File: src/rtl/tdc_pkg.sv
// Shared constants for the coarse TDC front end and its downstream accumulator.
// The FSM state encoding also lives here.
package tdc_pkg;

    localparam int TDC_WIDTH   = 16;
    localparam int ACC_SAMPLES = 9;

    typedef enum logic {
        ST_IDLE  = 1'b0,
        ST_COUNT = 1'b1
    } tdc_state_e;

endpackage

File: src/rtl/tdc_interval_counter_if.sv
// Measurement bus between the detector side and the TDC interval counter.
// The master drives the pulses and the enable; the slave (the TDC) returns the interval.
interface tdc_interval_counter_if
    import tdc_pkg::*;
#(
    parameter int WIDTH = TDC_WIDTH
);
    logic             enable;
    logic             start_in;
    logic             stop_in;
    logic [WIDTH-1:0] interval;
    logic             valid_data;
    logic             overflow;
    logic             busy;

    modport master (
        output enable, start_in, stop_in,
        input  interval, valid_data, overflow, busy
    );

    modport slave (
        input  enable, start_in, stop_in,
        output interval, valid_data, overflow, busy
    );

endinterface

File: src/rtl/tdc_edge_sync.sv
// Multi-flop synchronizer with a rising-edge detector on the last stage.
// The chain resets to all ones, so an input that is already high at reset release yields no edge.
module tdc_edge_sync #(
    parameter int SYNC_STAGES = 2
) (
    input  logic clk,
    input  logic rst,
    input  logic async_i,
    output logic edge_o
);

    logic [SYNC_STAGES-1:0] sync_q;
    logic                   prev_q;

    always_ff @(posedge clk or posedge rst) begin
        if (rst) begin
            sync_q <= '1;
            prev_q <= 1'b1;
        end else begin
            sync_q <= {sync_q[SYNC_STAGES-2:0], async_i};
            prev_q <= sync_q[SYNC_STAGES-1];
        end
    end

    assign edge_o = sync_q[SYNC_STAGES-1] & ~prev_q;

endmodule

File: src/rtl/tdc_interval_counter.sv
// Coarse TDC: counts clk cycles from a start rising edge to the next stop rising edge,
// saturating at the all-ones terminal count and flagging overflow.
module tdc_interval_counter
    import tdc_pkg::*;
#(
    parameter int WIDTH       = TDC_WIDTH,
    parameter int SYNC_STAGES = 2
) (
    input logic                   clk,
    input logic                   rst,
    tdc_interval_counter_if.slave bus
);

    localparam logic [WIDTH-1:0] CNT_MAX = '1;
    localparam logic [WIDTH-1:0] CNT_ONE = WIDTH'(1);

    logic start_edge;
    logic stop_edge;

    tdc_state_e       state_q,    state_d;
    logic [WIDTH-1:0] counter_q,  counter_d;
    logic [WIDTH-1:0] interval_q, interval_d;
    logic             overflow_q, overflow_d;
    logic             valid_q,    valid_d;

    // Identical synchronizers keep the start and stop detection latencies equal.
    tdc_edge_sync #(.SYNC_STAGES(SYNC_STAGES)) u_start_sync (
        .clk     (clk),
        .rst     (rst),
        .async_i (bus.start_in),
        .edge_o  (start_edge)
    );

    tdc_edge_sync #(.SYNC_STAGES(SYNC_STAGES)) u_stop_sync (
        .clk     (clk),
        .rst     (rst),
        .async_i (bus.stop_in),
        .edge_o  (stop_edge)
    );

    always_ff @(posedge clk or posedge rst) begin
        if (rst) begin
            state_q    <= ST_IDLE;
            counter_q  <= '0;
            interval_q <= '0;
            overflow_q <= 1'b0;
            valid_q    <= 1'b0;
        end else begin
            state_q    <= state_d;
            counter_q  <= counter_d;
            interval_q <= interval_d;
            overflow_q <= overflow_d;
            valid_q    <= valid_d;
        end
    end

    // Stop wins over saturation, so a stop seen at the terminal count still reports normally.
    always_comb begin
        state_d    = state_q;
        counter_d  = counter_q;
        interval_d = interval_q;
        overflow_d = overflow_q;
        valid_d    = 1'b0;
        case (state_q)
            ST_IDLE: begin
                if (start_edge && bus.enable) begin
                    counter_d = CNT_ONE;
                    state_d   = ST_COUNT;
                end
            end
            ST_COUNT: begin
                if (!bus.enable) begin
                    state_d = ST_IDLE;
                end else if (stop_edge) begin
                    interval_d = counter_q;
                    overflow_d = 1'b0;
                    valid_d    = 1'b1;
                    state_d    = ST_IDLE;
                end else if (counter_q == CNT_MAX) begin
                    interval_d = CNT_MAX;
                    overflow_d = 1'b1;
                    valid_d    = 1'b1;
                    state_d    = ST_IDLE;
                end else begin
                    counter_d = counter_q + CNT_ONE;
                end
            end
            default: state_d = ST_IDLE;
        endcase
    end

    assign bus.interval   = interval_q;
    assign bus.overflow   = overflow_q;
    assign bus.valid_data = valid_q;
    assign bus.busy       = (state_q == ST_COUNT);

endmodule

File: src/flat_wrapper.sv
// flat-port wrapper written by rule: the top's interface ports become plain ports
module tdc_interval_counter_flat import tdc_pkg::*;
#(
    parameter int WIDTH       = TDC_WIDTH,
    parameter int SYNC_STAGES = 2
)
  (clk, rst, bus_enable, bus_start_in, bus_stop_in, bus_interval, bus_valid_data, bus_overflow, bus_busy);
  tdc_interval_counter_if #(.WIDTH(WIDTH)) bus_i ();
  input logic clk;
  input logic rst;
  input wire logic [$bits(bus_i.enable)-1:0] bus_enable;
  input wire logic [$bits(bus_i.start_in)-1:0] bus_start_in;
  input wire logic [$bits(bus_i.stop_in)-1:0] bus_stop_in;
  output wire logic [$bits(bus_i.interval)-1:0] bus_interval;
  output wire logic [$bits(bus_i.valid_data)-1:0] bus_valid_data;
  output wire logic [$bits(bus_i.overflow)-1:0] bus_overflow;
  output wire logic [$bits(bus_i.busy)-1:0] bus_busy;
  assign bus_i.enable = bus_enable;
  assign bus_i.start_in = bus_start_in;
  assign bus_i.stop_in = bus_stop_in;
  assign bus_interval = bus_i.interval;
  assign bus_valid_data = bus_i.valid_data;
  assign bus_overflow = bus_i.overflow;
  assign bus_busy = bus_i.busy;
  tdc_interval_counter #(.WIDTH(WIDTH), .SYNC_STAGES(SYNC_STAGES)) u_core (.clk(clk), .rst(rst), .bus(bus_i));
endmodule
File: config.mk
export PLATFORM = sky130hd
export DESIGN_NAME = tdc_interval_counter_flat
export DESIGN_NICKNAME = d
export VERILOG_FILES = /design/src/rtl/tdc_pkg.sv /design/src/rtl/tdc_interval_counter_if.sv /design/src/rtl/tdc_edge_sync.sv /design/src/rtl/tdc_interval_counter.sv /design/src/flat_wrapper.sv
export SDC_FILE = /design/constraint.sdc
export NUM_CORES = 1
export LEC_CHECK = 0
export BUFFER_PORTS_ARGS = -buffer_cell sky130_fd_sc_hd__buf_2
export CAP_MARGIN = 20
export CELL_PAD_IN_SITES_DETAIL_PLACEMENT = 1
export CELL_PAD_IN_SITES_GLOBAL_PLACEMENT = 1
export CORE_MARGIN = 3
export CORE_UTILIZATION = 45
export DETAILED_ROUTE_END_ITERATION = 10
export PLACE_DENSITY_LB_ADDON = 0.1
export SYNTH_ARGS = -nofsm -noshare
export SYNTH_HDL_FRONTEND = slang
export SYNTH_SLANG_ARGS = --single-unit
export TNS_END_PERCENT = 5
File: constraint.sdc
create_clock -name clk -period 2 [get_ports clk]
set_input_delay 0.3 -clock clk [delete_from_list [all_inputs] [get_ports clk]]
set_output_delay 0.3 -clock clk [all_outputs]
set_load 0.005 [all_outputs]
==> results of run 1 <==
[final timing paths]
check,from,to,slack [ps],depth (start not counted)
max,u_core.counter_q[0],u_core.counter_q[5],100,7
min,bus_start_in,u_core.u_start_sync.sync_q[0],100,1
max reg2reg,u_core.counter_q[0],u_core.counter_q[5],100,7
min reg2reg,u_core.u_start_sync.sync_q[0],u_core.u_start_sync.sync_q[1],360,0
max in group asynchronous,rst,u_core.bus.interval[13],1520,3
min in group asynchronous,rst,u_core.counter_q[4],120,3
[power groups by stage]
stage               logic (mW)  registers [mW]  clock network (mW)
global placement         0.344            1.02                   0
global route             0.394            1.03               0.649
floorplan                0.172            1.04                   0
CTS                      0.361            1.01               0.608
finish                   0.358            1.01               0.588
detailed placement       0.357            1.03                   0
[synthesized netlist by cell type (3+ instances only)]
cell type,n
dfrtp_1,35
o22a_2,16
o21ai_0,15
nand2_1,11
nor2_1,9
nand3_1,8
dfstp_2,6
and3_1,5
o31ai_1,5
a21oi_1,4
a31oi_1,4
nand4_1,4
buf_2,3
inv_1,3
o21a_1,3
[flip-flops by register name, indices dropped and copies added, names as in the netlist]
signal                      count
u_core.bus.busy                 1
u_core.bus.interval            16
u_core.bus.overflow             1
u_core.bus.valid_data           1
u_core.counter_q               16
u_core.u_start_sync.prev_q      1
u_core.u_start_sync.sync_q      2
u_core.u_stop_sync.prev_q       1
u_core.u_stop_sync.sync_q       2
[per-layer routing]
metal  part of all wire, %  vias to the layer above  global-route usage, %
met5                     0                        -                      0
met4                   2.0                        0                   8.68
met3                   2.7                       12                   5.10
met2                    53                       22                   37.9
met1                    42                      747                   25.9
li1                      -                      688                      -
[worst reg2reg max path, cell delays in order, from the launching register on]
cell and delay, ps:
dfrtp_1 360, ha_2 220, nand4_1 190, nor4_4 340, buf_4 190, o31a_4 240
inv_1 90, a31oi_1 190
[repair_timing]
item / 4_1_cts / 5_1_grt
resized for setup: 3 / 8
buffers inserted: 0 / 1
setup endpoints to repair: 10 / 12
endpoints found under the hold margin: 0 / 0
pin swaps: 1 / 2
hold buffers: 0 / 0
[through the flow]
stage	area, µm²	TNS (ps)	util (%)
after floorplan	1790	0	-
after global placement	2130	-2850	56.9
after detailed placement	2130	-661	57.0
after CTS	2250	0	60.2
after global routing	2280	-65.2	61.0
final	2280	0	61.0
[kinds of logic after synthesis]
| family | count (synthesis) | share of synthesized area, % |
|---|---|---|
| mux | 2 | 1.12 |
| compound gates | 51 | 21.0 |
| simple gates | 49 | 16.0 |
| buf+inv | 11 | 3.36 |
| fa+ha+maj | 1 | 0.700 |
| flops | 41 | 57.8 |
[area by class of cell]
cell class | instances | area (µm²) | share of cell area, %
multi-input combinational | 103 | 734 | 32.2
sequential | 41 | 1030 | 45.3
clock buffer | 7 | 96.3 | 4.22
clock inverter | 1 | 5.00 | 0.219
timing repair buffer | 53 | 338 | 14.8
inverter | 4 | 15.0 | 0.658
tap | 48 | 60.1 | 2.63
==> impl_metrics.yaml, run 1 <==
die:
  chipWidth_um: 69.0
  core_um2: 3740
  start_util_pct: 47.8
  dieArea_um2: 4770
  die_h_um: 69.0
  ioPinCount: 24
  rows: 22
sta:
  max_freq_ghz: 0.526
  finalWorstSetupSlack_ps: 97.9
  slew_headroom_pct: 65.6
  setup_viol: 0
  drv_slew: 0
  clock_skew_ps: 6.76
  finalCritPeriodShare_pct: 95.1
  whs_ps: 96.6
  final_hold_viol_count: 0
  period_needed_ps: 1900
  max_slew.worst_pin.slew_ps: 516
outcome:
  status: "complete, no violations"
clocking:
  cts_inserted_buffers: 5
  numClockSinks: 41
  cts_tree: "done"
  root_buffer: "clkbuf_8"
  clock_latency_ps: 300
  clk_pin_slew_ps: 70
  htreeDepth: 2
  cts_max_path_buffers: 2
setup_path:
  start_kind: "register"
  path_delay_family: "simple AND/OR/NAND/NOR gates"
  path_buf_inv: 2
  worstPathArrival_ps: 2120
  path_max_fanout: 16
  worst_path_max_delay_cell: "dfrtp_1"
  critical_path_class: "reg -> reg"
  cpPeakStageDelay_ps: 360
  endpoint_kind: "register"
  cp.required_ps: 2210
  worstPathCellList: "ha_2 > nand4_1 > nor4_4 > buf_4 > o31a_4 > inv_1 > a31oi_1"
final_layout:
  areaGrowthSynthToFinish_pct: 27.6
  layout_common_cells: "dfrtp_1, buf_4, buf_2, o22a_2"
  drive_gt1_share_pct: 44.0
  n_fill_cell: 424
  stdcell_count: 257
  diodes: 0
  final_common_cell: "dfrtp_1"
  final_nets: 214
global_route:
  grt_max_degree: 42
  grt_antenna_before_repair: 0
  grt_pass1_vias: 1580
  grt_pass1_wl_um: 8140
  grt_overflow: 0
  grt.total_usage_pct: 21.8
power:
  total_power_mw: 1.96
  power_switching_mw: 0.485
  leakage_nw: 1.10
  ir_drop_mv: 0.533
  power.share.sequential_pct: 51.7
  switching_share_pct: 24.8
  p_int_mw: 1.47
  clockPowerShare_pct: 30.0
  p_comb_share_pct: 18.3
  powerDensity_nw_per_um2: 857
synth:
  syn_area_per_cell_um2: 11.5
  yosysTopAreaCell: "dfrtp_1"
  async_flop_share_pct: 100
  synth-edff-count: 0
  yosysUniqueCellTypes: 34
  synth-seq-area-share_pct: 57.8
  syn_inst: 155
  synth_nets: 161
  synth_area_um2: 1790
  yosysWarnings: 0
  yosys_register_bits: 41
  synth_flop_cell: "dfrtp_1"
  synth_top_area_share_pct: 49.0
  synth_area_leaders: "dfrtp_1, o22a_2, dfstp_2"
route:
  wire_per_inst_um: 18.4
  vias: 1469
  dr.pass1.iters: 4
  drt_iter0_markers: 136
  routed_via_density: 5.72
  drt_wl_total_um: 4720
  ant_nets: 0
  drc: 0
placement:
  gp_congestion: 0.832
  port_buffers: 23
  dpl.hpwl_um: 3340
  pre_cts_ws_ps: -191
  placed_cells: 248
hold_path:
  hold_path.class: "in -> reg"
flow_run:
  drv_cap: 0
Power figures use the tool's default switching activity.
==> run 2: changes to the inputs <==
CORE_UTILIZATION = 25   (was 45)
MAX_ROUTING_LAYER = met4   (was default)
==> run 2 against run 1 <==
Net effect: clock-buffer cell count down 2; hold slack got worse by 6.6 ps; design area increased by 1.9%; cell count is 19% higher; non-clock buffer count is 1 higher; worst setup slack improved by 31 ps; combinational power about the same; maximum frequency is 1.7% higher.
==> impl_metrics.yaml, run 2 (same netlist as run 1, synthesis figures left out) <==
route:
  dr.pass1.iters: 4
  drc: 0
  routed_via_density: 4.66
  wire_per_inst_um: 15.0
  drt_wl_total_um: 4580
  vias: 1425
  ant_nets: 0
  drt_iter0_markers: 40
sta:
  setup_viol: 0
  finalWorstSetupSlack_ps: 129
  slew_headroom_pct: 64.7
  rsz0062_at_grt: "no"
  whs_ps: 90.0
  finalCritPeriodShare_pct: 93.5
  max_freq_ghz: 0.535
  final_hold_viol_count: 0
  period_needed_ps: 1870
  fin_setup_tns_ps: 0
  clock_skew_ps: 8.81
  drv_slew: 0
  max_slew.worst_pin.slew_ps: 529
die:
  chipWidth_um: 90.6
  die_h_um: 90.6
  core_um2: 6870
  rows: 30
  start_util_pct: 26.0
  ioPinCount: 24
  dieArea_um2: 8200
global_route:
  grt_pass1_wl_um: 7960
  grt.total_usage_pct: 12.7
  grt_overflow: 0
  grt_antenna_before_repair: 0
  grt_max_degree: 42
  grt_pass1_vias: 1601
hold_path:
  hold_depth: 1
  hold_path.class: "in -> reg"
  hold-path-endpoint: "u_core.u_stop_sync.sync_q[0]"
  min_from: "bus_stop_in"
setup_path:
  rr_endpoint: "u_core.counter_q[8]"
  endpoint_kind: "register"
  start_kind: "register"
  reg2regPathDepth: 7
  critical_path_class: "reg -> reg"
  r2r-start: "u_core.counter_q[0]"
  path_max_fanout: 16
  r2r_setup_slack_ps: 130
  cp.required_ps: 2190
  worstPathArrival_ps: 2060
final_layout:
  utilization_pct: 33.9
  diodes: 0
  final_common_cell: "dfrtp_1"
  n_fill_cell: 789
  drive_gt1_share_pct: 43.8
  stdcell_count: 306
  areaGrowthSynthToFinish_pct: 30.1
  layout_common_cells: "dfrtp_1, buf_4, buf_2, o22a_2, o21ai_0"
  final_nets: 215
clocking:
  numClockSinks: 41
  cts_inserted_buffers: 5
  clk_pin_slew_ps: 80
  htreeDepth: 2
  clock_latency_ps: 300
  cts_max_path_buffers: 2
  root_buffer: "clkbuf_8"
  cts_tree: "done"
  hold_buffers: 0
flow_run:
  drv_cap: 0
placement:
  dpl.hpwl_um: 3480
  port_buffers: 23
  gp_congestion: 0.815
  pre_cts_ws_ps: -171
  placed_cells: 298
power:
  leakage_nw: 1.09
  powerDensity_nw_per_um2: 818
  ir_drop_mv: 0.319
outcome:
  status: "complete, no violations"
-- run 2: how the worst max path moves through the flow --
stage / start / slack [ps] / endpoint / depth (start not counted)
2_1_floorplan: u_core.counter_q[0] / 240 / u_core.counter_q[15] / 6
3_3_place_gp: u_core.counter_q[0] / -430 / u_core.counter_q[9] / 6
3_5_place_dp: u_core.counter_q[0] / -170 / u_core.counter_q[9] / 7
4_1_cts: u_core.counter_q[0] / 6 / u_core.counter_q[15] / 7
5_1_grt: u_core.counter_q[0] / 10 / u_core.counter_q[9] / 7
6_report: u_core.counter_q[0] / 130 / u_core.counter_q[8] / 7
-- run 2: metal layers --
metal	track usage [%]	part of all wire [%]
met2	21.4	50
met4	4.21	1.1
met3	3.17	3.4
met1	14.7	45
met5	-	0
-- run 2: power by group --
part	internal, mW	switching, mW	total (mW)
sequential	0.951	0.0559	1.01
combinational	0.209	0.147	0.356
clock	0.241	0.298	0.539
-- run 2: metrics by stage --
stage	area (µm²)	power, mW
after detailed placement	2210	1.39
after global placement	2200	1.37
after CTS	2300	1.94
after floorplan	1790	1.21
after global routing	2330	2.02
final	2330	1.90
-- run 2: area by class of cell --
class	instances	area, µm²	area share [%]
Timing Repair Buffer	54	348	15.0
Inverter	4	15.0	0.646
Clock inverter	3	17.5	0.753
Sequential cell	41	1030	44.4
Clock buffer	5	68.8	2.96
Multi-Input combinational cell	103	723	31.1
Tap cell	96	120	5.16
-- run 2: worst max-delay path: stages (launching register included) --
cell	delay [ps]
dfrtp_1	390
ha_1	220
nand4_1	150
nor4_4	80
buf_4	150
o31a_4	430
a21o_1	180
a22o_1	170
-- run 2: timing repair --
item                                    in CTS  in global routing
endpoints found under the setup margin       8                 11
pin swaps                                    0                  3
buffers inserted                             0                  0
endpoints found under the hold margin        0                  0
cloned                                       0                  0
resized for setup                            1                  5
